==> src/rtl/sio_tx_scheduler.sv <==
// TX byte queue feeding the shared Pokey SIO UART register port. The engine polls
// TX status and writes queued bytes; host bridge accesses always pre-empt it.
module sio_tx_scheduler #(
   parameter int FIFO_DEPTH   = 16,
   parameter int POLL_GAP     = 8,
   parameter int TX_READY_BIT = 0
) (
   input  logic                          clk_sys,
   input  logic                          reset_n,
   input  logic [4:0]                    host_addr,
   input  logic                          host_enable,
   input  logic                          host_wr,
   input  logic [7:0]                    host_wdata,
   output logic [15:0]                   host_rdata,
   input  logic [7:0]                    txq_data,
   input  logic                          txq_valid,
   output logic                          txq_ready,
   input  logic                          txq_flush,
   output logic [$clog2(FIFO_DEPTH):0]   txq_count,
   output logic                          busy,
   output logic [4:0]                    uart_addr,
   output logic                          uart_enable,
   output logic                          uart_wr,
   output logic [7:0]                    uart_data_write,
   input  logic [15:0]                   uart_data_read
);

   localparam int AW = $clog2(FIFO_DEPTH);
   localparam int CW = AW + 1;
   localparam int GW = (POLL_GAP > 1) ? $clog2(POLL_GAP) : 1;

   localparam logic [2:0] IDLE      = 3'd0;
   localparam logic [2:0] POLL      = 3'd1;
   localparam logic [2:0] POLL_WAIT = 3'd2;
   localparam logic [2:0] WRITE     = 3'd3;
   localparam logic [2:0] GAP       = 3'd4;

   logic [2:0]    state_q, state_d;
   logic [AW-1:0] wr_ptr_q, wr_ptr_d;
   logic [AW-1:0] rd_ptr_q, rd_ptr_d;
   logic [CW-1:0] count_q, count_d;
   logic [GW-1:0] gap_q, gap_d;
   logic [7:0]    mem_q [FIFO_DEPTH];

   logic       grant, push, pop;
   logic [4:0] eng_addr;
   logic       eng_en, eng_wr;
   logic [7:0] eng_data;

   assign grant      = !(host_enable || host_wr);
   assign txq_ready  = (count_q != CW'(FIFO_DEPTH));
   assign txq_count  = count_q;
   assign busy       = (state_q != IDLE);
   assign host_rdata = uart_data_read;
   assign push       = txq_valid && txq_ready && !txq_flush;
   assign pop        = (state_q == WRITE) && grant && !txq_flush;

   // Request decodes straight from state so an async reset drops it at once.
   always_comb begin
      eng_addr = 5'h0;
      eng_en   = 1'b0;
      eng_wr   = 1'b0;
      eng_data = 8'h0;
      case (state_q)
         POLL: begin
            eng_addr = 5'h1;
            eng_en   = 1'b1;
         end
         WRITE: begin
            eng_wr   = 1'b1;
            eng_data = mem_q[rd_ptr_q];
         end
         default: ;
      endcase
   end

   always_comb begin
      if (!grant) begin
         uart_addr       = host_addr;
         uart_enable     = host_enable;
         uart_wr         = host_wr;
         uart_data_write = host_wdata;
      end else begin
         uart_addr       = eng_addr;
         uart_enable     = eng_en;
         uart_wr         = eng_wr;
         uart_data_write = eng_data;
      end
   end

   always_comb begin
      state_d = state_q;
      gap_d   = gap_q;
      case (state_q)
         IDLE:      if (count_q != '0) state_d = POLL;
         POLL:      if (grant) state_d = POLL_WAIT;
         POLL_WAIT: begin
            if (uart_data_read[TX_READY_BIT]) begin
               state_d = WRITE;
            end else begin
               state_d = GAP;
               gap_d   = GW'(POLL_GAP - 1);
            end
         end
         GAP: begin
            if (gap_q == '0) state_d = POLL;
            else             gap_d   = gap_q - 1'b1;
         end
         WRITE:     if (grant) state_d = IDLE;
         default:   state_d = IDLE;
      endcase
      if (txq_flush) state_d = IDLE;
   end

   always_comb begin
      wr_ptr_d = wr_ptr_q;
      rd_ptr_d = rd_ptr_q;
      count_d  = count_q;
      if (push) wr_ptr_d = wr_ptr_q + 1'b1;
      if (pop)  rd_ptr_d = rd_ptr_q + 1'b1;
      case ({push, pop})
         2'b10:   count_d = count_q + 1'b1;
         2'b01:   count_d = count_q - 1'b1;
         default: ;
      endcase
      if (txq_flush) begin
         wr_ptr_d = '0;
         rd_ptr_d = '0;
         count_d  = '0;
      end
   end

   always_ff @(posedge clk_sys or negedge reset_n) begin
      if (!reset_n) begin
         state_q  <= IDLE;
         wr_ptr_q <= '0;
         rd_ptr_q <= '0;
         count_q  <= '0;
         gap_q    <= '0;
      end else begin
         state_q  <= state_d;
         wr_ptr_q <= wr_ptr_d;
         rd_ptr_q <= rd_ptr_d;
         count_q  <= count_d;
         gap_q    <= gap_d;
      end
   end

   // Storage needs no reset; occupancy is tracked by the pointers and count.
   always_ff @(posedge clk_sys) begin
      if (push) mem_q[wr_ptr_q] <= txq_data;
   end

endmodule
==> config.mk <==
export PLATFORM = sky130hd
export DESIGN_NAME = sio_tx_scheduler
export DESIGN_NICKNAME = d
export VERILOG_FILES = /design/src/rtl/sio_tx_scheduler.sv
export SDC_FILE = /design/constraint.sdc
export NUM_CORES = 1
export LEC_CHECK = 0
export ABC_AREA = 0
export BUFFER_PORTS_ARGS = -buffer_cell sky130_fd_sc_hd__clkbuf_2
export CORE_MARGIN = 2
export CORE_UTILIZATION = 40
export CTS_CLUSTER_DIAMETER = 150
export DETAILED_ROUTE_END_ITERATION = 10
export GPL_ROUTABILITY_DRIVEN = 0
export GPL_TIMING_DRIVEN = 0
export RECOVER_POWER = 25
export SETUP_SLACK_MARGIN = 0.2
export SLEW_MARGIN = 20
export SYNTH_ARGS = -nofsm -noshare
export SYNTH_HDL_FRONTEND = slang
export SYNTH_SLANG_ARGS = --single-unit
==> constraint.sdc <==
create_clock -name clk_sys -period 4.1 [get_ports clk_sys]
set_clock_uncertainty 0.15 [all_clocks]
set_input_delay 0.41 -clock clk_sys [delete_from_list [all_inputs] [get_ports clk_sys]]
set_output_delay 0.41 -clock clk_sys [all_outputs]
set_load 0.02 [all_outputs]
==> run metrics <==
drt first pass iters 5; DR vias/cell 5.24; #FFs+latches synth 147; Synth area leader edfxtp_1; sum of negative setup slack 0 ns; Synth Warn # 0; area of the multi-input gates 1890 um^2; CP Data Arrival Time 2.98 ns; total CTS buffers 17; initial antenna violation count 0; Achievable Freq 0.282 GHz; Post-Syn Area 6470 um^2; Die Height 131 um; Clock Tree Buf Depth 2; Final period util 0.863; Starting Density 0.409; Syn Inst Count 367; FF-to-FF End txq_count[4]; Setup CP Type reg2out; largest net degree at the start of global routing 20; die area 17200 um^2; Crit. End Element primary output; final slew viol count 0; register area share after synthesis 0.668; maximum VDD drop 0.000376 V; syn nets 419; # resized after CTS 0; PD cells 460 nW/um^2; ranking of synthesized cells by area edfxtp_1 (59%), mux4_1 (12%), dfrtp_1 (7.4%); Worst path depth 6; Sequential Power Share 0.473; Worst-Margin Slew 1.08 ns; leakage power 0.00275 uW; Startpoint Class flip-flop; Switch Pwr 769 uW; Layout Nets 504; crit path from rd_ptr_q[1]; Slew headroom 0.281; IO Pins 81; CTS H-tree lvls 4; Comb power frac 0.066; grt ovf 0; R2R setup slack 1.05 ns; CTS Sinks 147; Synth cell types 50; drt wl/cell 19.3 um; number of global-route vias before repair 3570; most frequent cells in the layout edfxtp_1 (128), clkbuf_2 (59), nor2_1 (31); DP Wirelength 8.94 mm; Crit Path Max Fanout 10; area share of the largest cell type after synthesis 0.594; outcome finished clean; slowest cell delay on critical path 0.54 ns; Core Footprint 15800 um^2; CP max-delay cell mux4_2; PortBufs 65; filler instances 1362; min-delay worst type in2reg; Final ANT Viol Nets 0; Hold Fails Final Rpt 0; Worst-Skew Late Latency 0.41 ns; number of synthesized flops with an enable pin 128; Worst-path clk slew 0.06 ns; CP Buf/Inv Count 3; worst path required time 3.54 ns; worst setup path end uart_data_write[5]; final WL 13.2 mm; All-Layer GR Usage 0.160; asr flop ratio synth 0.129; most frequent CP cell clkbuf_1; minimum clock period 3.54 ns; Area Growth Syn to Fin 19.3%; first-pass GRT wire length 20.4 mm; die width 131 um; sequential cell area 4320 um^2; CP cell instances clkbuf_1, clkbuf_1, mux4_1, mux4_2, a22o_1, clkbuf_2; Fin Hold WS 0.202 ns; cell-internal power 2770 uW; top_reg_cell synth edfxtp_1; RR Startpoint txq_count[1]; Sw Share 0.217; DRC Markers 0; layout cells sized above 1 0.292; Mapped Avg Cell Area 17.6 um^2; Clock Power Share 0.461; FP Rows 46; vias 3570; CTS tree yes; DR iter-0 viols 173; clock root buffer clkbuf_16; Reg2Reg Depth 11; RSZ-0062 raised after global routing false; MaxCap Viol Count 0; CP delay by family, top buffers and inverters; n_diodes 0; commonest non-fill, non-tap cell in the layout edfxtp_1; post-CTS setup buffers 0; setup violators final 0
[power groups by stage]
stage | clock network (uW) | registers [uW] | logic, uW
after floorplan | 0 | 1710 | 148
after global placement | 0 | 1710 | 226
after detailed placement | 0 | 1710 | 235
after CTS | 1650 | 1680 | 237
after global routing | 1720 | 1680 | 261
final | 1630 | 1680 | 233
[kinds of logic (layout without fill, tap and decap cells)]
| family | after synthesis | count (layout) | synth area share |
|---|---|---|---|
| fa+ha+maj | 9 | 9 | 0.0174 |
| mux | 43 | 43 | 0.162 |
| flops | 147 | 147 | 0.668 |
| xor+xnor | 8 | 8 | 0.0108 |
| buf+inv | 46 | 144 | 0.0433 |
| simple gates | 85 | 85 | 0.0656 |
| compound gates | 29 | 29 | 0.0333 |
[flip-flops by register name, indices dropped and copies added (netlist names)]
signal and count:
txq_count 5, wr_ptr_q 4, state_q 3, gap_q 3
mem_q 128, rd_ptr_q 4
[area by class of cell]
| class | instances | area share |
|---|---|---|
| inverter | 7 | 0.00341 |
| timing repair buffer | 66 | 0.0425 |
| multi-input combinational | 174 | 0.245 |
| tap | 216 | 0.0350 |
| clock inverter | 15 | 0.0261 |
| sequential | 147 | 0.560 |
| buffer | 39 | 0.0329 |
| clock buffer | 17 | 0.0552 |
[layer usage]
layer  track usage  up-vias  routed length (um)
met5             0        -                   0
met4        0.0495        0                 137
met3        0.0478       10                 582
met2         0.256      107                6400
met1         0.212     1834                6050
li1              -     1619                   -
[timing repair]
action                                  CTS  global route
endpoints found under the setup margin    0             0
hold buffers                              1             0
hold endpoints to repair                 19             0
[metrics by stage]
stage / total power, uW / utilization / setup slack (ns) / std cells / area, um^2
after global placement: 1930 / 0.446 / 1.00 / 648 / 7060
after detailed placement: 1940 / 0.447 / 0.955 / 648 / 7080
after floorplan: 1850 / - / 1.31 / 367 / 6470
after CTS: 3570 / 0.488 / 0.501 / 681 / 7720
after global routing: 3670 / 0.487 / 0.424 / 681 / 7710
final: 3540 / 0.487 / 0.560 / 681 / 7710
[synthesized netlist by cell type (3+ instances only)]
cell	number
nand2_1	16
a21oi_1	7
nor3_1	11
xnor2_1	3
ha_1	9
nor2_1	31
mux4_2	10
mux4_1	30
buf_4	17
a22o_1	8
dfrtp_1	19
nand4_1	3
inv_1	7
clkbuf_1	13
buf_6	4
o21ai_0	3
edfxtp_1	128
xor2_1	5
nand2b_1	3
and2_1	5
[how the worst min path moves through the flow]
stage          startpoint            to  cells past startpoint
3_3_place_gp      reset_n  txq_count[2]                      1
5_1_grt         txq_valid   wr_ptr_q[1]                      4
2_1_floorplan     reset_n      gap_q[0]                      0
6_report        txq_valid   wr_ptr_q[1]                      4
3_5_place_dp      reset_n  txq_count[2]                      1
4_1_cts         txq_valid   wr_ptr_q[1]                      4
[worst register-to-register path: stages (launching register included)]
cell       delay [ns]
dfrtp_1          0.39
buf_6            0.15
nor4_2           0.35
a21boi_2         0.21
nor3_1           0.30
xor2_1           0.11
ha_1             0.25
nor3_1           0.15
a21oi_1          0.05
a2111oi_0        0.56
or3_1            0.19
a21oi_1          0.06
No activity file was read; power rests on OpenSTA's default activity.
